### src/rtl/snake_body_engine_if.sv
// snake_body_engine_if: tick, direction, food and query inputs plus
// head, length and status outputs of the snake body engine.
interface snake_body_engine_if #(
  parameter int CW = 6
);
  logic          step;
  logic [2:0]    state;
  logic [CW-1:0] food_x;
  logic [CW-1:0] food_y;
  logic [CW-1:0] query_x;
  logic [CW-1:0] query_y;
  logic [CW-1:0] head_x;
  logic [CW-1:0] head_y;
  logic [4:0]    length;
  logic          ate;
  logic          X;
  logic          busy;
  logic          query_hit;

  modport master (
    output step, state, food_x, food_y,
    output query_x, query_y,
    input  head_x, head_y, length, ate,
    input  X, busy, query_hit
  );

  modport slave (
    input  step, state, food_x, food_y,
    input  query_x, query_y,
    output head_x, head_y, length, ate,
    output X, busy, query_hit
  );
endinterface

### src/rtl/snake_body_engine.sv
// snake_body_engine: moves the head per tick, shifts/grows the body,
// flags wall/self collisions. Toroidal grid when SNAKE_WRAP_EN is defined.
module snake_body_engine #(
  parameter int GRID_W   = 32,
  parameter int GRID_H   = 24,
  parameter int MAX_LEN  = 16,
  parameter int INIT_LEN = 3,
  parameter int CW       = 6
) (
  input  logic clkFSM,
  input  logic reset,
  snake_body_engine_if.slave bus
);
  localparam int IW = (MAX_LEN > 1) ? $clog2(MAX_LEN) : 1;
  localparam logic [4:0]    LMAX = 5'(MAX_LEN);
  localparam logic [CW-1:0] XMAX = CW'(GRID_W - 1);
  localparam logic [CW-1:0] YMAX = CW'(GRID_H - 1);

  typedef enum logic [2:0] {
    IDLE, CALC, CHECK, COMMIT, DEAD
  } fsm_t;

  fsm_t          fsm;
  logic [CW-1:0] seg_x [MAX_LEN];
  logic [CW-1:0] seg_y [MAX_LEN];
  logic [4:0]    len;
  logic [4:0]    lim;
  logic [4:0]    idx;
  logic [CW-1:0] nx_r;
  logic [CW-1:0] ny_r;
  logic          eat_r;
  logic          ate_r;
  logic          x_r;
  logic          busy_r;
  logic          qhit_r;

  logic [CW-1:0] hx;
  logic [CW-1:0] hy;
  logic [CW-1:0] nx;
  logic [CW-1:0] ny;
  logic          oob;
  logic          dir_ok;
  logic          eat;
  logic          qhit;
  logic          hit;
  logic [IW-1:0] ci;

  assign hx  = seg_x[0];
  assign hy  = seg_y[0];
  assign ci  = idx[IW-1:0];
  assign hit = (seg_x[ci] == nx_r) &&
               (seg_y[ci] == ny_r);
  assign eat = (nx == bus.food_x) &&
               (ny == bus.food_y);

  assign bus.head_x    = hx;
  assign bus.head_y    = hy;
  assign bus.length    = len;
  assign bus.ate       = ate_r;
  assign bus.X         = x_r;
  assign bus.busy      = busy_r;
  assign bus.query_hit = qhit_r;

  // Next head cell from the live direction code; oob marks a wall exit.
  always_comb begin
    nx     = hx;
    ny     = hy;
    oob    = 1'b0;
    dir_ok = 1'b1;
    unique case (1'b1)
      (bus.state == 3'd1): begin
`ifdef SNAKE_WRAP_EN
        ny = (hy == '0) ? YMAX : hy - 1'b1;
`else
        oob = (hy == '0);
        ny  = hy - 1'b1;
`endif
      end
      (bus.state == 3'd2): begin
`ifdef SNAKE_WRAP_EN
        ny = (hy >= YMAX) ? '0 : hy + 1'b1;
`else
        oob = (hy >= YMAX);
        ny  = hy + 1'b1;
`endif
      end
      (bus.state == 3'd3): begin
`ifdef SNAKE_WRAP_EN
        nx = (hx == '0) ? XMAX : hx - 1'b1;
`else
        oob = (hx == '0);
        nx  = hx - 1'b1;
`endif
      end
      (bus.state == 3'd4): begin
`ifdef SNAKE_WRAP_EN
        nx = (hx >= XMAX) ? '0 : hx + 1'b1;
`else
        oob = (hx >= XMAX);
        nx  = hx + 1'b1;
`endif
      end
      default: dir_ok = 1'b0;
    endcase
  end

  // Parallel occupancy compare of the query cell over live segments.
  always_comb begin
    qhit = 1'b0;
    for (int k = 0; k < MAX_LEN; k++) begin
      if ((5'(k) < len) &&
          (seg_x[k] == bus.query_x) &&
          (seg_y[k] == bus.query_y)) begin
        qhit = 1'b1;
      end
    end
  end

  // Move sequencer: calc, serial self-check, commit; DEAD is terminal.
  always_ff @(posedge clkFSM or posedge reset) begin
    if (reset) begin
      fsm    <= IDLE;
      for (int k = 0; k < MAX_LEN; k++) begin
        seg_x[k] <= CW'(GRID_W / 2 - k);
        seg_y[k] <= CW'(GRID_H / 2);
      end
      len    <= 5'(INIT_LEN);
      lim    <= '0;
      idx    <= '0;
      nx_r   <= '0;
      ny_r   <= '0;
      eat_r  <= 1'b0;
      ate_r  <= 1'b0;
      x_r    <= 1'b0;
      busy_r <= 1'b0;
      qhit_r <= 1'b0;
    end else begin
      qhit_r <= qhit;
      ate_r  <= 1'b0;
      case (fsm)
        IDLE: begin
          if (bus.step &&
              (bus.state >= 3'd1) &&
              (bus.state <= 3'd4)) begin
            fsm    <= CALC;
            busy_r <= 1'b1;
          end
        end
        CALC: begin
          if (!dir_ok) begin
            fsm    <= IDLE;
            busy_r <= 1'b0;
          end else begin
            nx_r  <= nx;
            ny_r  <= ny;
            eat_r <= eat;
            if (oob) begin
              fsm <= DEAD;
              x_r <= 1'b1;
            end else begin
              idx <= '0;
              lim <= eat ? len : len - 5'd1;
              fsm <= CHECK;
            end
          end
        end
        CHECK: begin
          if (hit) begin
            fsm <= DEAD;
            x_r <= 1'b1;
          end else if (idx == lim - 5'd1) begin
            fsm   <= COMMIT;
            ate_r <= eat_r;
          end else begin
            idx <= idx + 5'd1;
          end
        end
        COMMIT: begin
          for (int k = MAX_LEN - 1; k > 0; k--) begin
            seg_x[k] <= seg_x[k-1];
            seg_y[k] <= seg_y[k-1];
          end
          seg_x[0] <= nx_r;
          seg_y[0] <= ny_r;
          if (eat_r && (len < LMAX)) begin
            len <= len + 5'd1;
          end
          busy_r <= 1'b0;
          fsm    <= IDLE;
        end
        DEAD: begin
          fsm <= DEAD;
        end
        default: begin
          fsm <= IDLE;
        end
      endcase
    end
  end
endmodule
### src/flat_wrapper.sv
// flat-port wrapper written by rule: the top's interface ports become plain ports
module snake_body_engine_flat 
#(
  parameter int GRID_W   = 32,
  parameter int GRID_H   = 24,
  parameter int MAX_LEN  = 16,
  parameter int INIT_LEN = 3,
  parameter int CW       = 6
)
  (clkFSM, reset, bus_step, bus_state, bus_food_x, bus_food_y, bus_query_x, bus_query_y, bus_head_x, bus_head_y, bus_length, bus_ate, bus_X, bus_busy, bus_query_hit);
  snake_body_engine_if #(.CW(CW)) bus_i ();
  input  logic clkFSM;
  input  logic reset;
  input wire logic [$bits(bus_i.step)-1:0] bus_step;
  input wire logic [$bits(bus_i.state)-1:0] bus_state;
  input wire logic [$bits(bus_i.food_x)-1:0] bus_food_x;
  input wire logic [$bits(bus_i.food_y)-1:0] bus_food_y;
  input wire logic [$bits(bus_i.query_x)-1:0] bus_query_x;
  input wire logic [$bits(bus_i.query_y)-1:0] bus_query_y;
  output wire logic [$bits(bus_i.head_x)-1:0] bus_head_x;
  output wire logic [$bits(bus_i.head_y)-1:0] bus_head_y;
  output wire logic [$bits(bus_i.length)-1:0] bus_length;
  output wire logic [$bits(bus_i.ate)-1:0] bus_ate;
  output wire logic [$bits(bus_i.X)-1:0] bus_X;
  output wire logic [$bits(bus_i.busy)-1:0] bus_busy;
  output wire logic [$bits(bus_i.query_hit)-1:0] bus_query_hit;
  assign bus_i.step = bus_step;
  assign bus_i.state = bus_state;
  assign bus_i.food_x = bus_food_x;
  assign bus_i.food_y = bus_food_y;
  assign bus_i.query_x = bus_query_x;
  assign bus_i.query_y = bus_query_y;
  assign bus_head_x = bus_i.head_x;
  assign bus_head_y = bus_i.head_y;
  assign bus_length = bus_i.length;
  assign bus_ate = bus_i.ate;
  assign bus_X = bus_i.X;
  assign bus_busy = bus_i.busy;
  assign bus_query_hit = bus_i.query_hit;
  snake_body_engine #(.GRID_W(GRID_W), .GRID_H(GRID_H), .MAX_LEN(MAX_LEN), .INIT_LEN(INIT_LEN), .CW(CW)) u_core (.clkFSM(clkFSM), .reset(reset), .bus(bus_i));
endmodule
### config.mk
export PLATFORM = sky130hd
export DESIGN_NAME = snake_body_engine_flat
export DESIGN_NICKNAME = d
export VERILOG_FILES = /design/src/rtl/snake_body_engine_if.sv /design/src/rtl/snake_body_engine.sv /design/src/flat_wrapper.sv
export SDC_FILE = /design/constraint.sdc
export NUM_CORES = 1
export LEC_CHECK = 0
export CORE_ASPECT_RATIO = 1.1
export CORE_MARGIN = 4
export CORE_UTILIZATION = 55
export CTS_CLUSTER_SIZE = 12
export DETAILED_ROUTE_END_ITERATION = 10
export MAX_ROUTING_LAYER = met4
export PLACE_DENSITY = 0.73
export SLEW_MARGIN = 25
export SYNTH_ARGS = -nofsm -noshare
export SYNTH_HDL_FRONTEND = slang
export SYNTH_SLANG_ARGS = --single-unit
export TNS_END_PERCENT = 1
### constraint.sdc
create_clock -name clkFSM -period 9.39 [get_ports clkFSM]
set_clock_uncertainty 0.05 [all_clocks]
set_input_delay 1.878 -clock clkFSM [delete_from_list [all_inputs] [get_ports clkFSM]]
set_output_delay 1.878 -clock clkFSM [all_outputs]
set_load 0.05 [all_outputs]
# Yosys cells after proc, flatten, opt, wreduce, memory -nomap -nowiden
# Index checks and enable logic that the tools add are counted.
# classes
add_sub_neg,8
order_cmp,22
eq_ne,54
muxes,48
bitwise,2
reduce_logical,50
# ops
op,n
6-bit == test,36
6-bit binary-select mux with 4-bit select,2
"4-bit by 5-bit less-than comparator with 1-bit output, first input constant",8
1-bit logical AND,37
1-bit 2-to-1 mux,25
5-bit 2-to-1 mux,5
6-bit 2-to-1 mux,4
6-bit one-hot mux with 2 select lines,2
"3-bit by 5-bit less-than comparator with 1-bit output, first input constant",4
3-bit 2-to-1 mux,5
"6-bit by 1-bit adder with 6-bit output, second input constant",2
"3-bit by 2-bit == test with 1-bit output, second input constant",4
"6-bit by 5-bit greater-or-equal comparator with 1-bit output, second input constant",2
6-bit zero test,2
3-bit one-hot mux with 4 select lines,1
"6-bit by 1-bit subtractor with 6-bit output, second input constant",2
"5-bit by 1-bit adder with 5-bit output, second input constant",2
"1-bit by 5-bit less-than comparator with 1-bit output, first input constant",2
"2-bit by 5-bit less-than comparator with 1-bit output, first input constant",2
5-bit one-hot mux with 2 select lines,1
"5-bit by 1-bit subtractor with 5-bit output, second input constant",2
"2-bit by 1-bit != test with 1-bit output, second input constant",4
"2-bit != test, second input constant",4
"3-bit by 1-bit == test with 1-bit output, second input constant",2
other kinds (20),24
# word_totals
register_bits,227
in_bits,30

# Depth between registers and ports, before layout
# Gate-level depths: netlist of run 1.
# depth
ltp_word,19
ltp_mapped,14

# Worst setup path after synthesis of run 1
# Ideal clock, no wire load.
# synth_timing
kind,input port to flip-flop
startpoint,input bus_state[2]
endpoint,register u_core.lim[1]
arrival_time_ns,4.855
required_time_ns,9.214
slack_ns,4.359
path_stages,14
path_buffers,1
cell_sequence,clkbuf_1 inv_1 nand3_1 inv_1 fa_1 xnor2_1 a2111oi_0 a21oi_1 or4_1 nor3_2 nand4_1 nor3_4 nor3_1 a221o_1
# synth_between
elab_chain_cells,5
# synth_rtl
element,line_no,source
start: declaration,flat_wrapper.sv:15,input wire logic [$bits(bus_i.state)-1:0] bus_state;
3-bit == test (tied with other cells),snake_body_engine.sv:95,(bus.state == 3'd4): begin
6-bit one-hot mux with 2 select lines,snake_body_engine.sv:70,unique case (1'b1)
6-bit == test (on tied branches),"snake_body_engine.sv:53, snake_body_engine.sv:54",
1-bit logical AND,snake_body_engine.sv:53,assign eat = (nx == bus.food_x) &&
5-bit 2-to-1 mux,snake_body_engine.sv:162,lim <= eat ? len : len - 5'd1;
end signal: assignment,snake_body_engine.sv:162,
end: declaration,snake_body_engine.sv:27,logic [4:0] lim;
# Parallel ways exist; a longest one is shown, timed or not.
# A chain may end at the register's enable or synchronous reset.

# Worst setup path after layout of run 1
# layout_timing
startpoint,input bus_state[2]
endpoint,register u_core.lim[2]
# Same word-level chain as after synthesis.

==> results.sh, run 1 <==
export IMPL_status="finished, final reports clean"
export IMPL_post_route_min_period_ns=5.50
export IMPL_hold_buffers=0
export IMPL_post_cts_resized=0
export IMPL_ys_seq_elements=227
export IMPL_port_buffers=50
export IMPL_clk_latency_ns=0.54
export IMPL_max_slew_margin_pct=26.5
export IMPL_p_leak_nw=6.75
export IMPL_avgRoutedWirePerCell_um=23.1
export IMPL_h_tree_depth=1
export IMPL_synth_area_um2=14100
export IMPL_peakVddDrop_mv=0.119
export IMPL_finalSetupTns_ns=0
export IMPL_rsz0062_at_grt="no"
export IMPL_drt_wl_total_um=36400
export IMPL_antennaDiodeCount=0
export IMPL_postSynthAreaPerCell_um2=11.6
export IMPL_grt_pass1_vias=9710
export IMPL_hold_path_class="register to register"
export IMPL_hold_depth=1
export IMPL_first_pass_iters=5
export IMPL_ctsRootBufferMaster="clkbuf_16"
export IMPL_cts_buffer_depth=3
export IMPL_mostFrequentLayoutCell="mux2_2"
export IMPL_die_w_um=160
export IMPL_ys_types=77
export IMPL_cts_setup_buffers=0
export IMPL_hp_start="u_core.bus.X"
export IMPL_num_rows=61
export IMPL_tightest_slew_ns=1.10
export IMPL_ys_async_sr_fraction_pct=100
export IMPL_globalplace_congestion=0.984
export IMPL_ant_nets=0
export IMPL_area_growth_pct=10.6
export IMPL_coreArea_um2=25300
export IMPL_antenna_found_initial=0
export IMPL_worstSetupPathType="input pin to register"
export IMPL_io_pins=51
export IMPL_cts_buffers=26
export IMPL_synth_cells=1214
export IMPL_cts_sinks=227
export IMPL_ys_warn_count=0
export IMPL_max_freq_ghz=0.182
export IMPL_max_cap_violations=0
export IMPL_r2r_slack_ns=5.00
export IMPL_drv_slew=0
export IMPL_gr_total_overflow=0
export IMPL_final_net_count=1256
export IMPL_synth_edf_count=0
export IMPL_reg2regPathDepth=10
export IMPL_initial_core_util_pct=55.7
export IMPL_cp_start_kind="input pin"
export IMPL_die_h_um=176
export IMPL_synthFlopType="dfrtp_1"
export IMPL_fin_hold_ws_ns=0.414
export IMPL_setup_worst_path_start="bus_state[2]"
export IMPL_die_area_um2=28200
export IMPL_regArea_um2=5770
export IMPL_grt_pass1_wl_um=57800
export IMPL_critical_path_required_ns=9.73
export IMPL_drc=0
export IMPL_via_count=9640
export IMPL_detailedRoute_firstIterationViolations=854
export IMPL_post_route_period_util_pct=58.6
export IMPL_path_clk_slew_ns=0.06
export IMPL_timing_rr_start="u_core.idx[0]"
export IMPL_grt_max_degree=201
export IMPL_drive_gt1_share_pct=29.1
export IMPL_crit_path_end_kind="register"
export IMPL_yosysSeqAreaShare_pct=41.0
export IMPL_grt_usage_pct=26.7
export IMPL_cellPowerDensity_nw_per_um2=243
export IMPL_syn_nets=1259
export IMPL_multi_input_area_um2=7700
export IMPL_hpwl_um=25300
export IMPL_finalSetupViolCount=0
export IMPL_critical_path_arrival_ns=5.85
export IMPL_cp_max_fo=12
export IMPL_utilization_pct=61.6
export IMPL_hold_viol_final=0
export IMPL_cts_tree="built"
export IMPL_layout_common_cells="mux2_2, dfrtp_1, xnor2_1, xor2_1, dfstp_2"
export IMPL_routed_via_density=6.11
export IMPL_fill_cells=2018
[metrics by stage]
stage | power, mW | worst slack (ns) | instance area (um2) | cells
floorplan | 2.38 | 1.35 | 14100 | 1214
global placement | 2.67 | 3.38 | 14600 | 1528
detailed placement | 2.70 | 3.33 | 14600 | 1528
CTS | 3.79 | 3.88 | 15500 | 1576
global route | 3.97 | 3.58 | 15600 | 1577
finish | 3.78 | 3.89 | 15600 | 1577
[per-layer routing]
layer | vias up | routed length (um) | track usage, %
met2 | 289 | 17300 | 41.8
met3 | 67 | 2180 | 2.96
met5 | - | 0 | -
met4 | 0 | 876 | 6.78
met1 | 4925 | 16100 | 37.6
li1 | 4359 | - | -
[cell usage after synthesis, types with 3 or more instances]
master / count / share of area (%)
nand4_1: 32 / 1.4
o22ai_1: 3 / 0.13
dfstp_2: 67 / 13
inv_1: 24 / 0.64
o31ai_1: 6 / 0.32
mux4_2: 27 / 4.3
or4_1: 4 / 0.21
mux2_2: 188 / 15
buf_6: 7 / 0.56
a21o_1: 6 / 0.32
a211oi_1: 7 / 0.37
dfrtp_1: 160 / 28
xor2_1: 90 / 5.6
nor4_1: 26 / 1.2
mux2i_1: 58 / 4.1
nor2_1: 22 / 0.59
buf_1: 6 / 0.16
a22oi_1: 22 / 1.2
and3_1: 6 / 0.27
a31oi_1: 7 / 0.31
nor3b_1: 5 / 0.27
o22a_1: 3 / 0.19
nor2b_1: 5 / 0.22
xnor2_1: 139 / 8.7
o21ai_0: 29 / 1.0
clkbuf_1: 62 / 1.7
nand3_1: 16 / 0.57
a2111oi_0: 5 / 0.31
nor3_1: 15 / 0.53
buf_4: 13 / 0.69
nand2_1: 48 / 1.3
or3_1: 5 / 0.22
ha_1: 13 / 1.2
buf_2: 5 / 0.18
o21a_1: 3 / 0.16
a21oi_1: 26 / 0.93
[registers in the layout, indices dropped and copies added (netlist names)]
name	cells
u_core.seg_x	90
u_core.fsm	3
u_core.bus.head_x	6
u_core.bus.length	5
u_core.idx	5
u_core.nx_r	6
u_core.lim	5
u_core.bus.X	1
u_core.eat_r	1
u_core.bus.busy	1
u_core.bus.ate	1
u_core.ny_r	6
u_core.bus.head_y	6
u_core.seg_y	90
u_core.bus.query_hit	1
[report_power, final]
part | total [mW] | internal [mW] | switching, mW
combinational | 1.33 | 0.594 | 0.738
sequential | 1.37 | 1.12 | 0.258
clock | 1.08 | 0.671 | 0.405
total | 3.78 | 2.38 | 1.40
[worst max-delay path: stages]
cell and delay (ns):
clkdlybuf4s50_1 0.72, or3b_1 0.61, ha_1 0.42, nor2b_1 0.15, o21a_1 0.20, or3_1 0.33, a311o_1 0.35, a21oi_1 0.26
nand4_1 0.19, nor3_4 0.40, mux2i_1 0.24, o311ai_1 0.10
[worst paths after layout]
kind,endpoint
max in group asynchronous,u_core.seg_y[67]
min reg2reg,u_core.bus.X
max reg2reg,u_core.idx[2]
max,u_core.lim[2]
min,u_core.bus.X
min in group asynchronous,u_core.seg_y[10]
[cell type report]
| type | count | share of cell area, % |
|---|---|---|
| Multi-Input combinational cell | 866 | 49.5 |
| Tap cell | 346 | 2.78 |
| Clock buffer | 42 | 5.22 |
| Timing Repair Buffer | 65 | 4.05 |
| Sequential cell | 227 | 37.1 |
| Clock inverter | 6 | 0.716 |
| Inverter | 25 | 0.652 |
[cell families after synthesis]
logic type	count (synthesis)	share of synthesized area, %
AO/OA/AOI/OAI	141	6.77
XOR/XNOR	230	14.4
adder cells (fa/ha/maj)	16	1.51
buffers and inverters	121	4.31
flip-flops	227	41.0
multiplexers	275	23.9
AND/OR/NAND/NOR	204	8.17
Note: power is estimated with default switching activity, not from simulation.
==> inputs of run 2 (changes only) <==
clock period = 5.28 ns   (was 9.39 ns; I/O delays follow)
==> run 2 against run 1 <==
Effect of this change:
- critical path depth stayed put
- final area is 0.40% higher
- worst setup slack worse by 3.0 ns
- first-iteration DRC count is 18% higher
- sequential cell count stayed put
- largest power group unchanged
- clock power is 64% higher
- critical endpoint unchanged
- die area stayed put
- cell count is 1.0% higher
- largest cell class unchanged
- non-clock buffer count is 16 higher
==> results.sh, run 2 (same netlist as run 1, synthesis figures left out) <==
export IMPL_die_area_um2=28200
export IMPL_post_route_period_util_pct=84.0
export IMPL_cp_max_fo=8
export IMPL_preCtsSetupSlack_ns=0.268
export IMPL_cts_tree="built"
export IMPL_coreArea_um2=25300
export IMPL_avgRoutedWirePerCell_um=23.4
export IMPL_cellPowerDensity_nw_per_um2=424
export IMPL_ctsRootBufferMaster="clkbuf_16"
export IMPL_critPathSlowestCell="clkdlybuf4s50_1"
export IMPL_layout_common_cells="mux2_2, dfrtp_1, xnor2_1, xor2_1, dfstp_2"
export IMPL_power_mw=6.62
export IMPL_first_pass_iters=5
export IMPL_max_slew_margin_pct=31.8
export IMPL_post_cts_resized=0
export IMPL_finalSetupTns_ns=0
export IMPL_cts_sinks=227
export IMPL_status="finished, final reports clean"
export IMPL_hold_buffers=0
export IMPL_max_freq_ghz=0.226
export IMPL_die_h_um=176
export IMPL_mostFrequentLayoutCell="mux2_2"
export IMPL_crit_path_end_kind="register"
export IMPL_reg2regPathDepth=10
export IMPL_setup_ws_ns=0.846
export IMPL_hold_viol_final=0
export IMPL_critical_path_required_ns=5.63
export IMPL_p_leak_nw=6.79
export IMPL_final_net_count=1272
export IMPL_cp_cell_sequence="clkdlybuf4s50_1 -> or3b_1 -> ha_1 -> nor2b_1 -> o21a_1 -> or3_1 -> a311o_1 -> a21oi_1 -> nand4_1 -> nor3_4 -> mux2i_1 -> o311ai_1"
export IMPL_cp_start_kind="input pin"
export IMPL_path_clk_slew_ns=0.06
export IMPL_critical_path_arrival_ns=4.79
export IMPL_clk_latency_ns=0.55
export IMPL_cp_top_family="simple AND/OR/NAND/NOR gates"
export IMPL_globalplace_congestion=0.961
export IMPL_grt_pass1_wl_um=58800
export IMPL_min_to="u_core.bus.X"
export IMPL_hold_depth=1
export IMPL_worstSetupPathType="input pin to register"
export IMPL_cts_setup_buffers=0
export IMPL_hold_path_class="register to register"
export IMPL_initial_core_util_pct=55.7
export IMPL_placed_cell_area_um2=14800
export IMPL_finalSetupViolCount=0
export IMPL_path_buf_inv=1
export IMPL_crit_path_max_incr_delay_ns=0.59
export IMPL_post_route_min_period_ns=4.43
export IMPL_drt_wl_total_um=37400
export IMPL_top_regs="u_core.seg_x: 90 flops, u_core.seg_y: 90 flops"
export IMPL_max_cap_violations=0
export IMPL_routed_via_density=6.15
export IMPL_fin_area_um2=15600
export IMPL_drive_gt1_share_pct=29.8
export IMPL_peakVddDrop_mv=0.308
export IMPL_port_buffers=50
export IMPL_tightest_slew_ns=1.02
export IMPL_via_count=9799
export IMPL_antenna_found_initial=0
export IMPL_grt_pass1_vias=9748
export IMPL_detailedRoute_firstIterationViolations=1006
export IMPL_hpwl_um=27000
export IMPL_die_w_um=160
export IMPL_drc=0
export IMPL_antennaDiodeCount=0
export IMPL_cts_buffer_depth=3
export IMPL_grt_usage_pct=27.3
export IMPL_drv_slew=0
export IMPL_num_rows=61
export IMPL_hp_start="u_core.bus.X"
export IMPL_rsz0062_at_grt="no"
export IMPL_gr_total_overflow=0
export IMPL_timing_rr_start="u_core.idx[1]"
export IMPL_grt_max_degree=141
export IMPL_reg2reg_to="u_core.idx[3]"
export IMPL_r2r_slack_ns=1.39
export IMPL_h_tree_depth=1
export IMPL_cts_buffers=26
export IMPL_fill_cells=2027
export IMPL_ant_nets=0
export IMPL_io_pins=51
export IMPL_area_growth_pct=11.0
run 2: area by class of cell:
cell class,instances,area (um2),area share [%]
multi-input cells,866,7690,49.3
flip-flops and latches,227,5770,36.9
repair buffers,81,786,5.03
clock buffers,39,749,4.80
well taps,346,433,2.77
inverters,25,97.6,0.625
clock inverters,9,87.6,0.561
run 2: worst max path at each step:
stage          depth (start not counted)            end  slack (ns)    startpoint
3_3_place_gp                          12  u_core.lim[1]        0.29  bus_state[2]
4_1_cts                               12  u_core.lim[2]        0.82  bus_state[2]
3_5_place_dp                          12  u_core.lim[2]        0.27  bus_state[2]
5_1_grt                               12  u_core.lim[2]        0.63  bus_state[2]
6_report                              12  u_core.lim[2]        0.85  bus_state[2]
2_1_floorplan                         14  u_core.lim[1]        1.07  bus_state[2]
run 2: per-layer routing:
metal / vias up / part of all wire [%] / GRT usage (%)
li1: 4400 / - / -
met1: 4992 / 44 / 38.3
met2: 341 / 47 / 42.6
met3: 66 / 6.4 / 3.12
met4: 0 / 2.9 / 7.17
met5: - / 0 / -
run 2: through the flow:
stage,std cells,hold slack [ns],util [%]
2_1_floorplan,1214,0.415,-
3_3_place_gp,1545,0.405,58.5
3_5_place_dp,1545,0.407,58.5
4_1_cts,1593,0.422,61.8
5_1_grt,1593,0.443,61.8
6_report,1593,0.419,61.8
run 2: worst register-to-register path, delay by kind of cell, from the launching register on:
| family | cells | cell delay, ns |
|---|---|---|
| buffers and inverters | 1 | 0.34 |
| AOI/OAI and AO/OA | 4 | 1.01 |
| muxes | 1 | 0.17 |
| DFF | 1 | 0.63 |
| and+or+nand+nor | 4 | 1.62 |
run 2: where the power goes:
group	internal (mW)	switching (mW)
registers	1.98	0.504
clock network	1.03	0.739
logic	1.09	1.28
==> inputs of run 3 (changes only) <==
PLACE_DENSITY = 0.76   (was 0.73)
clock period = 3.6 ns   (was 5.28 ns; I/O delays follow)
==> run 3 against run 2 <==
Effect of this change:
- die area did not move
- register-to-register slack worse by 1.4 ns
- worst setup slack got worse by 0.84 ns
- combinational power grew 76%
- wire length increased by 2.3%
- clock power up 37%
- sequential share of layout area down 1.6 points
- sequential cell count did not move
- cell count is 4.4% higher
- critical path depth shrank 2
- global-route usage is 0.24 points higher
==> results.sh, run 3 (same netlist as run 1, synthesis figures left out) <==
export IMPL_worstSetupPathType="register to register"
export IMPL_io_pins=51
export IMPL_critical_path_required_ns=3.95
export IMPL_hpwl_um=27700
export IMPL_initial_core_util_pct=55.7
export IMPL_cp_start_kind="register"
export IMPL_peakVddDrop_mv=0.296
export IMPL_gr_total_overflow=0
export IMPL_port_buffers=50
export IMPL_top_regs="u_core.seg_x: 90 flops, u_core.seg_y: 90 flops"
export IMPL_regArea_um2=5770
export IMPL_critical_path_arrival_ns=3.94
export IMPL_die_w_um=160
export IMPL_path_clk_slew_ns=0.06
export IMPL_cellPowerDensity_nw_per_um2=613
export IMPL_area_growth_pct=16.0
export IMPL_mostFrequentLayoutCell="mux2_2"
export IMPL_post_route_min_period_ns=3.59
export IMPL_tightest_slew_ns=1.10
export IMPL_p_clk_share_pct=24.2
export IMPL_p_comb_share_pct=41.8
export IMPL_seqPwrFrac_pct=34.0
export IMPL_post_route_period_util_pct=99.8
export IMPL_hold_viol_final=0
export IMPL_drive_gt1_share_pct=34.0
export IMPL_p_sw_mw=3.79
export IMPL_antenna_found_initial=0
export IMPL_multi_input_area_um2=7770
export IMPL_cts_buffers=24
export IMPL_antennaDiodeCount=0
export IMPL_hp_start="u_core.bus.X"
export IMPL_via_count=10169
export IMPL_layout_common_cells="mux2_2, dfrtp_1, xnor2_1, buf_4, xor2_1"
export IMPL_ctsRootBufferMaster="clkbuf_16"
export IMPL_grt_pass1_wl_um=59800
export IMPL_cts_buffer_depth=3
export IMPL_grt_max_degree=200
export IMPL_setup_ws_ns=0.00748
export IMPL_p_leak_nw=7.20
export IMPL_hold_path_class="register to register"
export IMPL_die_h_um=176
export IMPL_drv_slew=0
export IMPL_finalSetupViolCount=0
export IMPL_first_pass_iters=5
export IMPL_die_area_um2=28200
export IMPL_max_cap_violations=0
export IMPL_fill_cells=1947
export IMPL_routed_via_density=6.11
export IMPL_globalplace_congestion=1.06
export IMPL_p_int_mw=6.22
export IMPL_final_net_count=1345
export IMPL_drc=0
export IMPL_finalSetupTns_ns=0
export IMPL_drt_wl_total_um=38200
export IMPL_grt_usage_pct=27.5
export IMPL_sw_frac_of_total_pct=37.9
export IMPL_detailedRoute_firstIterationViolations=788
export IMPL_cts_tree="built"
export IMPL_preCtsSetupSlack_ns=-0.824
export IMPL_num_rows=61
export IMPL_status="finished, final reports clean"
export IMPL_clk_latency_ns=0.52
export IMPL_fin_hold_ws_ns=0.414
export IMPL_ant_nets=0
export IMPL_cts_sinks=227
export IMPL_max_freq_ghz=0.278
export IMPL_max_slew_margin_pct=26.7
export IMPL_cp_max_fo=10
export IMPL_grt_pass1_vias=10287
export IMPL_coreArea_um2=25300
export IMPL_h_tree_depth=1
export IMPL_crit_path_end_kind="register"
export IMPL_avgRoutedWirePerCell_um=23.0
export IMPL_timing_rr_start="u_core.idx[2]"
export IMPL_setup_worst_path_start="u_core.idx[2]"
[run 3: cell count changes in the layout (fill, tap and decap cells not counted), moves of 3 or more]
cell and delta:
buf_12 +9, clkbuf_8 -3, buf_4 +65, clkbuf_1 +4
o21ai_1 +3, o21ai_0 -4
[run 3: what timing repair did]
item | in CTS | in global routing
setup buffers | 1 | 2
hold buffers | 0 | 0
cloned | 0 | 0
resized for setup | 6 | 14
setup endpoints to repair | 6 | 6
pin swaps | 5 | 12
[run 3: cell type report]
type                       count  share of cell area [%]
clock inverter                 4                   0.276
timing repair buffer         156                    9.15
multi-input combinational    866                    47.7
clock buffer                  39                    4.28
tap                          346                    2.65
sequential                   227                    35.4
inverter                      25                   0.598
[run 3: layer usage]
metal	vias to the layer above	GRT usage (%)	part of all wire, %
met3	97	4.37	7.3
met4	0	9.82	3.9
li1	4528	-	-
met2	437	42.8	46
met1	5107	37.0	42
met5	-	-	0
[run 3: worst paths after layout]
path | endpoint | slack [ns] | cells past startpoint
max in group asynchronous | u_core.seg_x[74] | 2.19 | 4
worst max-delay path | u_core.idx[3] | 0.007 | 10
min in group asynchronous | u_core.seg_x[9] | 0.53 | 2
worst min-delay path | u_core.bus.X | 0.41 | 1
worst min register to register | u_core.bus.X | 0.41 | 1
worst max register to register | u_core.idx[3] | 0.007 | 10
[run 3: power by group through the flow]
stage	combinational [mW]	sequential [mW]	clock, mW
after floorplan	2.99	3.23	0
after global placement	3.98	3.41	0
after detailed placement	4.02	3.42	0
after CTS	4.08	3.38	2.45
after global routing	4.44	3.43	2.55
final	4.18	3.40	2.42
[run 3: per-stage QoR]
stage          std cells  total power [mW]  util, %  instance area, um2
2_1_floorplan       1214              6.22        -               14100
3_3_place_gp        1616              7.39     61.1               15400
3_5_place_dp        1616              7.44     61.1               15400
4_1_cts             1660              9.91     64.2               16200
5_1_grt             1663              10.4     64.5               16300
6_report            1663              10.0     64.5               16300
[run 3: worst max-delay path, cell delays in order, from the launching register on]
cell and delay (ns):
dfrtp_1 0.58, nor2b_1 0.78, buf_4 0.30, a22oi_1 0.13
and3_1 0.30, o22a_1 0.24, a32oi_1 0.23, nor4_2 0.13
nand2b_4 0.19, or3_1 0.40, mux2i_1 0.13
